==> src/rtl/ula_issue.sv <==
// rtl/ula_issue.sv - request/result sequencer around an external combinational ALU
// Optional ULA_ISSUE_PIPE_EN: accept the next request on the same edge that drains a result.
module ula_issue #(
   parameter int NUBITS = 32,
   parameter int DIVLAT = 4
) (
   input  logic                     clk,
   input  logic                     rst,
   input  logic                     req_valid,
   output logic                     req_ready,
   input  logic [4:0]               req_op,
   input  logic signed [NUBITS-1:0] req_a,
   input  logic signed [NUBITS-1:0] req_b,
   output logic [4:0]               alu_op,
   output logic signed [NUBITS-1:0] alu_in1,
   output logic signed [NUBITS-1:0] alu_in2,
   input  logic signed [NUBITS-1:0] alu_out,
   output logic                     res_valid,
   input  logic                     res_ready,
   output logic [NUBITS-1:0]        res_data,
   output logic                     res_cmp,
   output logic                     res_err,
   output logic                     busy
);

   localparam logic [1:0] IDLE = 2'd0;
   localparam logic [1:0] EXEC = 2'd1;
   localparam logic [1:0] WAIT = 2'd2;
   localparam logic [1:0] DONE = 2'd3;

   localparam logic [3:0] CNT_LOAD = 4'(DIVLAT - 1);

   logic [1:0] state;
   logic [3:0] cnt;
   logic       transfer;

   function automatic logic op_multi(input logic [4:0] op);
      return (op == 5'd4) || (op == 5'd5) || (op == 5'd16);
   endfunction

   function automatic logic op_illegal(input logic [4:0] op);
      return op >= 5'd18;
   endfunction

   function automatic logic op_cmp(input logic [4:0] op);
      return (op >= 5'd13) && (op <= 5'd15);
   endfunction

   always_comb begin
      req_ready = (state == IDLE);
`ifdef ULA_ISSUE_PIPE_EN
      if (state == DONE) begin
         req_ready = res_ready;
      end
`else
`endif
   end

   assign transfer  = req_valid & req_ready;
   assign res_valid = (state == DONE);
   assign busy      = (state != IDLE);

   always_ff @(posedge clk or negedge rst) begin
      if (!rst) begin
         state    <= IDLE;
         cnt      <= 4'd0;
         res_data <= '0;
         res_cmp  <= 1'b0;
         res_err  <= 1'b0;
         alu_op   <= 5'd0;
         alu_in1  <= '0;
         alu_in2  <= '0;
      end else if (transfer) begin
         // A transfer only happens in IDLE or a draining DONE, so it wins over the state actions.
         alu_op  <= req_op;
         alu_in1 <= req_a;
         alu_in2 <= req_b;
         if (op_illegal(req_op)) begin
            state    <= DONE;
            res_err  <= 1'b1;
            res_data <= '0;
            res_cmp  <= 1'b0;
         end else if (op_multi(req_op)) begin
            state   <= WAIT;
            cnt     <= CNT_LOAD;
            res_err <= 1'b0;
         end else begin
            state   <= EXEC;
            res_err <= 1'b0;
         end
      end else begin
         case (state)
            EXEC: begin
               res_data <= alu_out;
               res_cmp  <= op_cmp(alu_op) ? alu_out[0] : 1'b0;
               state    <= DONE;
            end
            WAIT: begin
               if (cnt == 4'd0) begin
                  res_data <= alu_out;
                  res_cmp  <= op_cmp(alu_op) ? alu_out[0] : 1'b0;
                  state    <= DONE;
               end else begin
                  cnt <= cnt - 4'd1;
               end
            end
            DONE: begin
               if (res_ready) begin
                  state <= IDLE;
               end
            end
            default: state <= IDLE;
         endcase
      end
   end

endmodule

==> config.mk <==
export PLATFORM = sky130hd
export DESIGN_NAME = ula_issue
export DESIGN_NICKNAME = d
export VERILOG_FILES = /design/src/rtl/ula_issue.sv
export SDC_FILE = /design/constraint.sdc
export NUM_CORES = 1
export LEC_CHECK = 0
export CAP_MARGIN = 20
export CORE_MARGIN = 2
export CORE_UTILIZATION = 44
export DETAILED_ROUTE_END_ITERATION = 8
export PLACE_DENSITY_LB_ADDON = 0.05
export SYNTH_ARGS = -nofsm -noshare
export SYNTH_HDL_FRONTEND = slang
export SYNTH_SLANG_ARGS = --single-unit
==> constraint.sdc <==
create_clock -name clk -period 4 [get_ports clk]
set_input_delay 0.4 -clock clk [delete_from_list [all_inputs] [get_ports clk]]
set_output_delay 0.4 -clock clk [all_outputs]
set_load 0.02 [all_outputs]
==> impl_metrics.env <==
export IMPL_status="complete, no violations"
export IMPL_drcViolationCount=0
export IMPL_die_y_um=104
export IMPL_crit_path_top_delay_cell="a221o_2"
export IMPL_start_util_pct=45.1
export IMPL_skew_ns=0.00526
export IMPL_overflow=0
export IMPL_grt_usage_pct=21.8
export IMPL_die_area_um2=10700
export IMPL_row_count=36
export IMPL_cts_tree="yes"
export IMPL_wl_per_cell_um=13.8
export IMPL_clock_sinks=109
export IMPL_core_um2=9680
export IMPL_firstDrtPassIters=4
export IMPL_relSlewSlack_pct=33.0
export IMPL_clkTransAtPathRegs_ns=0.09
export IMPL_reg2regPathDepth=5
export IMPL_place_congestion=0.780
export IMPL_path_cells="inv_1, ha_1, a21boi_0, a221o_2, o21ai_0"
export IMPL_yosysWarningCount=0
export IMPL_cts_repair_resized=0
export IMPL_n_fill_cell=762
export IMPL_vdd_drop_max_mv=0.451
export IMPL_grt_setup_unrepaired="no"
export IMPL_clockBufferDepth=2
export IMPL_hold_viol=0
export IMPL_place_hpwl_mm=8.09
export IMPL_syn_num_nets=594
export IMPL_reg2reg_from="state[0]"
export IMPL_place_area_um2=6560
export IMPL_ant_nets=0
export IMPL_port_buffers=210
export IMPL_synth_seq_cells=109
export IMPL_viasPerCell=4.66
export IMPL_area_growth_pct=54.5
export IMPL_r2r_end="res_data[12]"
export IMPL_antenna_found_initial=0
export IMPL_post_route_cell_area_um2=6750
export IMPL_netlist_area_um2=4370
export IMPL_reg2reg_slack_ns=1.56
export IMPL_swShare_pct=40.7
export IMPL_fin_tns_setup_ns=0
export IMPL_max_stage_delay_ns=0.90
export IMPL_drive_above_1_share_pct=3.36
export IMPL_cap_violations=0
export IMPL_syn_inst=483
export IMPL_holdBufCountCts=0
export IMPL_vias=3815
export IMPL_n_antenna_cell=0
export IMPL_p_sw_mw=2.19
export IMPL_clk_insertion_delay_late_ns=0.36
export IMPL_fin_cells=818
export IMPL_clockPowerShare_pct=12.3
export IMPL_tightest_slew_ns=1.00
export IMPL_p_leak_nw=3.25
export IMPL_crit_path_end_kind="flop"
export IMPL_min_period_ns=2.44
export IMPL_cp_max_fo=66
export IMPL_finalNetCount=792
export IMPL_cts_setup_buffers=0
export IMPL_combPwrFrac_pct=52.4
export IMPL_grt_pass1_vias=3826
export IMPL_final_max_slew_viol_count=0
export IMPL_fmax_mhz=411
export IMPL_cellPowerDensity_nw_per_um2=800
export IMPL_critical_path_top_delay_family="compound AO/OA/AOI/OAI gates"
export IMPL_cts_max_level=3
export IMPL_clockRootBuffer="clkbuf_8"
export IMPL_avgSynthCellArea_um2=9.04
export IMPL_intPower_mw=3.20
export IMPL_ys_seq_area_share_pct=62.4
export IMPL_fp_dieW_um=104
export IMPL_start_kind="flop"
export IMPL_total_power_mw=5.40
export IMPL_ys_types=31
export IMPL_drt_iter0_drc=115
export IMPL_fin_hold_ws_ns=0.153
export IMPL_crit_type="reg -> reg"
export IMPL_path_buf_inv=1
export IMPL_placed_cells=803
export IMPL_setup_viol=0
export IMPL_numCtsBuffers=9
export IMPL_crit_cells=5
export IMPL_grt_max_degree=74
export IMPL_arrival_ns=2.63
export IMPL_critPathRequiredTime_ns=4.19
export IMPL_num_io_pins=211
export IMPL_wl_mm=11.3
export IMPL_fin_crit_sh_pct=60.9
export IMPL_grt_pass1_wl_mm=18.9
export IMPL_hp_class="in -> async"
export IMPL_pwr_share_seq_pct=35.3
## layout make-up
type	instances	area, um2	area share (%)
timing repair buffer	213	2120	31.4
tap	133	166	2.47
clock inverter	1	30.0	0.445
multi-input combinational	342	1520	22.5
sequential	109	2730	40.4
clock buffer	14	163	2.41
inverter	6	22.5	0.334
## layout by cell type, fill, tap and decap left out
cell,Yosys,final
or3b_4,1,1
and2_2,0,1
nand2b_1,2,2
a211oi_1,2,2
and3_1,1,1
o22ai_1,1,1
o21ai_0,25,25
nor3_1,2,2
buf_4,0,4
clkdlybuf4s50_1,0,209
o41ai_2,1,1
clkbuf_8,0,11
a31oi_1,2,2
a2111oi_4,1,1
a221o_2,0,1
nand2_4,0,1
clkbuf_1,21,3
ha_1,6,6
bufinv_16,0,1
o21ai_1,7,7
o211ai_1,1,1
or3b_2,1,1
o31ai_1,1,1
o21a_1,1,1
nor2_1,2,2
xnor2_1,1,1
a21boi_0,1,1
mux2i_1,2,2
xor2_1,2,2
nand2_1,274,273
nand3_1,2,2
inv_1,6,6
o21bai_1,1,1
dfrtp_1,109,109
## power groups by stage
stage	combinational [mW]	sequential, mW	clock (mW)
2_1_floorplan	0.955	2.49	0
3_3_place_gp	2.78	1.91	0
3_5_place_dp	2.86	1.93	0
4_1_cts	2.87	1.91	0.684
5_1_grt	3.09	1.97	0.723
6_report	2.83	1.90	0.664
## logic make-up (layout without fill, tap and decap cells)
kind of cell    Yosys count  count (layout)  share of synthesized area [%]
compound gates           45              45                           6.53
fa+ha+maj                 6               6                           1.72
flops                   109             109                           62.4
mux                       2               2                          0.458
xor+xnor                  3               3                          0.602
simple gates            286             286                           25.2
buf+inv                  32             234                           3.04
## cell usage after synthesis, drive strengths merged
cell type	number	share of area, %
and3	1	0.14
or3b	2	0.46
xor2	2	0.40
and2	1	0.14
clkbuf	21	1.8
a221o	1	0.23
nor3	2	0.23
a31oi	2	0.29
a211oi	2	0.34
o31ai	1	0.17
nand3	2	0.23
dfrtp	109	62
a21boi	1	0.17
inv	6	0.52
o21bai	1	0.17
o21ai	32	3.7
buf	5	0.72
mux2i	2	0.46
nand2b	2	0.29
xnor2	1	0.20
o21a	1	0.17
ha	6	1.7
nand2	274	24
a2111oi	1	0.63
o22ai	1	0.14
o41ai	1	0.37
nor2	2	0.17
o211ai	1	0.17
## state kept, by name, summed over array words and instances (netlist names)
signal and count:
alu_in1 32, alu_in2 32, res_data 32, alu_op 5
cnt 4, state 2, res_cmp 1, res_err 1
## routing by layer
| metal | track usage, % | part of all wire [%] | vias to the layer above |
|---|---|---|---|
| met1 | 27.4 | 42 | 1764 |
| met4 | 8.11 | 2.1 | 0 |
| met5 | 0 | 0 | - |
| li1 | - | - | 1893 |
| met3 | 7.05 | 8.6 | 17 |
| met2 | 35.4 | 47 | 141 |
## metrics by stage
step	setup slack [ns]	util (%)
2_1_floorplan	2.05	-
3_3_place_gp	1.50	67.7
3_5_place_dp	1.40	67.7
4_1_cts	1.57	69.7
5_1_grt	1.35	69.7
6_report	1.56	69.7
## worst max path at each step
stage,slack (ns),start,end
6_report,1.56,state[0],res_data[12]
2_1_floorplan,2.05,state[0],res_cmp
3_5_place_dp,1.40,req_op[3],res_data[16]
5_1_grt,1.35,state[0],res_data[20]
4_1_cts,1.57,state[0],res_data[16]
3_3_place_gp,1.50,req_valid,res_cmp
Note: power is estimated with default switching activity, not from simulation.
